### config.mk
export PLATFORM = sky130hd
export DESIGN_NAME = csr_exec
export DESIGN_NICKNAME = d
export VERILOG_FILES = /design/src/rtl/csr_exec.sv
export SDC_FILE = /design/constraint.sdc
export NUM_CORES = 1
export LEC_CHECK = 0
export CORE_MARGIN = 1.5
export CORE_UTILIZATION = 48
export DETAILED_ROUTE_END_ITERATION = 12
export PLACE_DENSITY_LB_ADDON = 0.15
export SKIP_LAST_GASP = 1
export SYNTH_ARGS = -nofsm -noshare
export SYNTH_HDL_FRONTEND = slang
export SYNTH_SLANG_ARGS = --single-unit
### constraint.sdc
create_clock -name clk -period 2.95 [get_ports clk]
set_clock_uncertainty 0.05 [all_clocks]
set_input_delay 0.295 -clock clk [delete_from_list [all_inputs] [get_ports clk]]
set_output_delay 0.295 -clock clk [all_outputs]
set_load 0.005 [all_outputs]
### src/rtl/csr_exec.sv
// Zicsr execute unit: accepts one CSR instruction, reads the CSR, issues the
// read-modify-write, then returns the old value. Optional macro: CSR_EXEC_RO_TRAP_EN.
module csr_exec #(
    parameter int XLEN        = 32,
    parameter int EXC_ILLEGAL = 2
) (
    input  logic            clk,
    input  logic            rst,
    input  logic            flush,
    input  logic            req_valid,
    output logic            req_ready,
    input  logic [1:0]      req_op,
    input  logic            req_imm,
    input  logic [4:0]      req_uimm,
    input  logic [XLEN-1:0] req_rs1,
    input  logic            req_rs1_zero,
    input  logic [4:0]      req_rd,
    input  logic [11:0]     req_addr,
    output logic [11:0]     csr_raddr,
    input  logic [XLEN-1:0] csr_rdata,
    input  logic            csr_ro,
    input  logic            csr_rexc,
    output logic            csr_wvalid,
    output logic [11:0]     csr_waddr,
    output logic [XLEN-1:0] csr_wdata,
    output logic            rsp_valid,
    input  logic            rsp_ready,
    output logic [4:0]      rsp_rd,
    output logic            rsp_we,
    output logic [XLEN-1:0] rsp_data,
    output logic            rsp_exc,
    output logic [3:0]      rsp_cause
);

    // Handshakes: a transfer happens on a rising clk edge where valid and ready
    // are both high; valid and payload stay stable until that edge.
    typedef enum logic [1:0] {
        IDLE  = 2'd0,
        READ  = 2'd1,
        WRITE = 2'd2,
        RESP  = 2'd3
    } state_t;

    localparam logic [3:0] CAUSE_ILLEGAL = 4'(EXC_ILLEGAL);

    state_t            state_q, state_d;
    logic [1:0]        op_q, op_d;
    logic              imm_q, imm_d;
    logic [4:0]        uimm_q, uimm_d;
    logic [XLEN-1:0]   rs1_q, rs1_d;
    logic              rs1_zero_q, rs1_zero_d;
    logic [4:0]        rd_q, rd_d;
    logic [11:0]       addr_q, addr_d;
    logic [XLEN-1:0]   old_q, old_d;
    logic [XLEN-1:0]   wdata_q, wdata_d;
    logic              exc_q, exc_d;

    logic [XLEN-1:0]   src;
    logic [XLEN-1:0]   new_val;
    logic              write_need;
    logic              exc_now;
    logic              write_ok;

    always_ff @(posedge clk) begin
        if (rst) begin
            state_q    <= IDLE;
            op_q       <= 2'b00;
            imm_q      <= 1'b0;
            uimm_q     <= 5'd0;
            rs1_q      <= '0;
            rs1_zero_q <= 1'b0;
            rd_q       <= 5'd0;
            addr_q     <= 12'd0;
            old_q      <= '0;
            wdata_q    <= '0;
            exc_q      <= 1'b0;
        end else begin
            state_q    <= state_d;
            op_q       <= op_d;
            imm_q      <= imm_d;
            uimm_q     <= uimm_d;
            rs1_q      <= rs1_d;
            rs1_zero_q <= rs1_zero_d;
            rd_q       <= rd_d;
            addr_q     <= addr_d;
            old_q      <= old_d;
            wdata_q    <= wdata_d;
            exc_q      <= exc_d;
        end
    end

    // Read-modify-write datapath, meaningful only while in READ.
    always_comb begin
        src = imm_q ? {{(XLEN-5){1'b0}}, uimm_q} : rs1_q;
        case (op_q)
            2'b01:   new_val = src;
            2'b10:   new_val = csr_rdata | src;
            2'b11:   new_val = csr_rdata & ~src;
            default: new_val = src;
        endcase
        write_need = (op_q == 2'b01) || ((op_q != 2'b00) && !rs1_zero_q);
`ifdef CSR_EXEC_RO_TRAP_EN
        exc_now = csr_rexc || (op_q == 2'b00) || (write_need && csr_ro);
`else
        exc_now = csr_rexc || (op_q == 2'b00);
`endif
        write_ok = write_need && !exc_now && !csr_ro;
    end

    always_comb begin
        state_d    = state_q;
        op_d       = op_q;
        imm_d      = imm_q;
        uimm_d     = uimm_q;
        rs1_d      = rs1_q;
        rs1_zero_d = rs1_zero_q;
        rd_d       = rd_q;
        addr_d     = addr_q;
        old_d      = old_q;
        wdata_d    = wdata_q;
        exc_d      = exc_q;
        case (state_q)
            IDLE: begin
                if (req_valid) begin
                    op_d       = req_op;
                    imm_d      = req_imm;
                    uimm_d     = req_uimm;
                    rs1_d      = req_rs1;
                    rs1_zero_d = req_rs1_zero;
                    rd_d       = req_rd;
                    addr_d     = req_addr;
                    state_d    = READ;
                end
            end
            READ: begin
                old_d   = exc_now ? '0 : csr_rdata;
                wdata_d = new_val;
                exc_d   = exc_now;
                state_d = write_ok ? WRITE : RESP;
            end
            WRITE: state_d = RESP;
            RESP: begin
                if (rsp_ready) begin
                    state_d = IDLE;
                end
            end
            default: state_d = IDLE;
        endcase
        // A flush kills whatever is in flight, including a same-cycle accept.
        if (flush) begin
            state_d = IDLE;
        end
    end

    always_comb begin
        req_ready  = (state_q == IDLE) && !flush;
        csr_raddr  = addr_q;
        csr_wvalid = (state_q == WRITE) && !flush && !rst;
        csr_waddr  = addr_q;
        csr_wdata  = wdata_q;
        rsp_valid  = (state_q == RESP) && !flush && !rst;
        rsp_rd     = rd_q;
        rsp_we     = (rd_q != 5'd0) && !exc_q;
        rsp_data   = old_q;
        rsp_exc    = exc_q;
        rsp_cause  = exc_q ? CAUSE_ILLEGAL : 4'd0;
    end

endmodule
---- Word level (Yosys, flattened, before mapping) ----
Index checks and enable logic that the tools add are counted.
operators by class
  muxes and demuxes ....................... 8
  bitwise operators ....................... 3
  reductions and logical operators ........ 24
  equal/unequal tests ..................... 8
operators by type and width
  kind                                                 number
  2-to-1 mux 32 bit                                    2
  one-hot mux 32 bit (2 select lines)                  1
  bitwise AND 32 bit                                   1
  NOT 32 bit                                           1
  OR 32 bit                                            1
  logical AND 1 bit                                    9
  equality test 2 bit, second input constant           4
  one-hot mux 2 bit (4 select lines)                   1
  logical NOT 1 bit                                    6
  2-to-1 mux 2 bit                                     3
  nonzero test 5 bit                                   1
  equality test 2 x 1 -> 1 bit, second input constant  2
  logical NOT 2 bit                                    2
  != test 2 bit, second input constant                 2
  AND reduction 2 bit                                  2
  logical OR 1 bit                                     2
  nonzero test 2 bit                                   1
  OR reduction 2 bit                                   1
  2-to-1 mux 1 bit                                     1
storage, ports and cells
  logic and storage cells ................. 54
  bits in registers ....................... 125
  output and inout port bits .............. 102

---- Longest topological paths before layout ----
  depth in word-level cells ............... 7
  gate-level depth with buffers ........... 8
  depth with buffers taken out ............ 5

---- Worst setup path before layout ----
OpenSTA, ideal clock, no wires.
  kind .................................... register to register
  from .................................... reg state_q[0]
  to ...................................... reg addr_q[10], in the netlist csr_raddr[10]
  path buffers ............................ 2
  data arrival time ....................... 1.422 ns
  cell stages (with the launch flop) ...... 8
  setup slack ............................. 1.407 ns
  clock period less this slack ............ 1.543 ns
  library setup time ...................... 0.071 ns
  path through ............................ dfxtp_1 > inv_1 > ha_1 > nand2_1 > buf_2 > clkbuf_1 > nand2_1 > a21oi_1
on the way
  longest elaborated chain between the ends .. 2
ends and longest elaborated chain
  item                           line  text
  from (decl)                    46    state_t state_q, state_d;
  from (signal assigned)         78    state_q <= state_d;
  logical NOT 2 bit              122   case (state_q)
  AND reduction 2 bit (no line)  --
  to (signal assigned)           85    addr_q <= addr_d;
  to (decl)                      53    logic [11:0] addr_q, addr_d;
Every way passes these cells.
A chain may end at the register's enable or synchronous reset.

---- Final worst setup path ----
  from .................................... reg state_q[1]
  to ...................................... out req_ready
on the way
  longest elaborated chain between the ends .. 2
ends and longest elaborated chain
  item               line  text
  logical NOT 2 bit  156   req_ready = (state_q == IDLE) && !flush;
  logical AND 1 bit  156
  to (decl)          11    output logic req_ready,
Every way passes these cells.

==> summary.md <==
| Metric | Value |
|---|---|
| Status | `completed` |
| Initial antenna violation count | `0` |
| VDD IR max | `slightly below 0.5 mV` |
| Largest family of logic cells by synthesized area | `simple AND/OR/NAND/NOR gates` |
| Worst EP arrival | `between 1500 and 2000 ps` |
| Starting Density | `49.7%` |
| Synth unique cells | `27` |
| Static leakage | `between 2 and 3 nW` |
| Seq/Total Area, Yosys | `46.3%` |
| Synth area leader | `dfxtp_1` |
| Std cell rows | `38` |
| Critical Path Start | `state_q[1]$_SDFFE_PP0P_` |
| YS warnings | `0` |
| Clock Tree Buf Depth | `2` |
| Post-synthesis xor/xnor area fraction | `0%` |
| Final worst slack | `675 ps` |
| Root buf cell | `clkbuf_8` |
| Post-Synth Adder-Cell Area | `1.16%` |
| Unrepaired setup endpoints after global routing | `no` |
| Top_reg_cell synth | `dfxtp_1` |
| PortBufs | `between 150 and 200` |
| Met2 wire length | `roughly 7.5 mm` |
| Syn Inst Count | `around 620` |
| HPWL after DPL | `10.0 mm` |
| Post-synthesis simple-gate area fraction | `19.1%` |
| CP endpoint | `req_ready` |
| Cell Area, Synth | `5410 um2` |
| Remaining antenna violation count | `0` |
| Post-synthesis mux area share | `a little under a tenth` |
| Reg2Reg Setup Slack | `840 ps` |
| Post-synth EDFFs | `0` |
| Period utilization | `77.1%` |
| Worst-case reg-to-reg path depth | `6` |
| Final Wtd Congestion | `0.796` |
| WS Path Type | `reg2out` |
| Critical Path Source Type | `flip-flop` |
| Crit path capture type | `output pin` |
| Die W | `about 110 um` |
| Total power | `approximately 0.0047 W` |
| Layout Nets | `883` |
| Core Box Area | `10900 um2` |
| FF+latch count, synth | `around 130` |
| Synth Area in Compound Gates | `14.7%` |
| Async S/R FF share, synth | `0%` |
| Mean Syn Cell Area | `~8.7 um2` |
| GR Overflow Total | `0` |
| Data required, critical path | `about 2600 ps` |
| Actual slew at the worst max-slew pin | `732 ps` |
| Crit Reg-Reg Endpoint | `rs1_q[5]$_SDFFE_PP0P_` |
| Non-filler cells, final | `934` |
| DRT Wirelength | `15.2 mm` |
| Inst Count DP | `902` |
| Ant. Diodes | `0` |
| Highest routed layer | `met4` |
| Met3 wire len | `1.26 mm` |
| First-pass GRT wire length | `24.2 mm` |
| Total global-route track usage | `26.4%` |
| Dpl ws | `915 ps` |
| Post-Place Cell Area | `7260 um2` |
| Slew HR | `between 50% and 60%` |
| Clock-pin slew on the worst setup and hold paths | `approximately 60 ps` |
| Minimum clock period | `2280 ps` |
| Max Clk Rate | `approximately 440 MHz` |
| Endpoints failing hold | `0` |
| Final Cell Area | `7890 um2` |
| Area Overhead vs Synth | `46.0%` |
| Layout cells sized above 1 | `8.82%` |
| I/O pin cnt | `about 200` |
| Vias per cell | `5.26` |
| Die area | `11900 um2` |
| Die Ht | `109 um` |
| Hold_buf cts | `0` |
| CTS tree | `built` |
| Min-delay worst type | `in2reg` |
| Met1 WL | `6.11 mm` |
| Fin Setup TNS | `0 ps` |
| Post_cts resized | `0` |
| Drt drc | `0` |
| # setup viols final | `0` |
| Maxcap violations | `0` |
| Pwr/cell area | `approximately 600 nW/um2` |
| Clk sink count | `125` |
| Inserted Clock Buffers | `17` |
| Largest net degree at the start of global routing | `93` |
| Skew-Pair Late Insertion Delay | `around 500 ps` |
| H-tree Lvls | `4` |
| Vias | `approximately 5000` |
| DR pass1 iterations | `4` |
| RR Startpoint | `state_q[0]$_SDFFE_PP0P_` |
| Yosys top cell area share | `46.3%` |
| Final Slew Violations | `0` |
| Leading post-synthesis cells by cell area | `dfxtp_1 46%, mux2i_1 9.4%, nand2_1 8.5%` |
| Via count of the first global-routing pass | `4990` |
| Routed length per instance | `16.3 um` |
| Post-CTS setup buffer count | `0` |
| Initial DRC count | `212` |
| Worst-path fanout max | `5` |
[cell usage after synthesis, types with 14 or more instances]
library cell and instances:
o211ai_1 26, o311a_1 26, a21oi_1 60, buf_2 14, nand2_1 123, mux2i_1 51
clkbuf_1 23, buf_4 20, nor3_2 24, inv_1 31, dfxtp_1 125, nor2_1 67
[cell usage in the layout (no fill, tap or decap), types with 2 or more instances in the layout]
cell and n:
clkdlybuf4s50_1 194, mux2i_1 51, dfxtp_1 124, bufinv_16 4
inv_1 31, a21oi_1 60, o211ai_1 26, conb_1 3
nor3_2 24, nor2_1 67, clkinvlp_4 4, and2_1 2
nand2_1 122, buf_12 2, ha_1 4, clkbuf_8 5
clkinv_2 2, clkbuf_16 16, nor3_1 4, o311a_1 26
nand2b_1 3, buf_4 7
[final cells by class]
cell class | count | area, um2
inverter | 31 | 116
tap | 140 | 175
clock buffer | 22 | 473
timing repair buffer | 203 | 2030
multi-input combinational | 403 | 2430
sequential | 125 | 2500
fill | 831 | 3000
clock inverter | 10 | 160
[where the power goes]
group	total [W]	internal [W]	switching [W]	leakage [nW]
clock	0.00219	0.00146	0.000728	0.299
sequential	0.00186	0.00179	0.0000697	1.02
combinational	0.000697	0.000382	0.000315	1.57
[per-stage QoR]
stage	hold slack, ps	util (%)
2_1_floorplan	324	-
3_3_place_gp	393	66.7
3_5_place_dp	397	66.7
4_1_cts	150	72.5
5_1_grt	165	72.5
6_report	175	72.5
[worst min path at each step]
stage	from	endpoint	slack, ps	cells after the start
after floorplan	flush	state_q[1]$_SDFFE_PP0P_	320	1
after global placement	rs1_q[13]$_SDFFE_PP0P_	rs1_q[13]$_SDFFE_PP0P_	390	2
after detailed placement	rs1_q[0]$_SDFFE_PP0P_	rs1_q[0]$_SDFFE_PP0P_	400	2
final	rst	csr_wdata[2]$_SDFFE_PP0P_	170	2
after global routing	rst	csr_wdata[2]$_SDFFE_PP0P_	160	2
after CTS	rst	csr_wdata[2]$_SDFFE_PP0P_	150	2
[sequential cells by signal, indices dropped and copies added (netlist names)]
register,cells
csr_raddr,12
rsp_exc,1
state_q,2
csr_wdata,32
imm_q,1
op_q,2
rsp_rd,5
rs1_q,32
rsp_data,32
uimm_q,5
rs1_zero_q,1
[worst max-delay path, stage by stage, from the launching register on]
cell and delay [ps]:
dfxtp_1 350, inv_1 160, ha_1 250, nor2b_1 150, clkdlybuf4s50_1 510
[cells by family after synthesis]
group                    after synthesis
adder cells (fa/ha/maj)                5
multiplexers                          51
other                                  1
flip-flops                           125
AO/OA/AOI/OAI                        117
AND/OR/NAND/NOR                      227
buffers and inverters                 98
[layer usage]
| metal | GRT usage (%) | vias up |
|---|---|---|
| li1 | - | 2396 |
| met1 | 29.7 | 2306 |
| met2 | 46.1 | 187 |
| met3 | 9.03 | 23 |
| met4 | 9.77 | 0 |
| met5 | 0 | - |
Note: power is estimated with default switching activity, not from simulation.
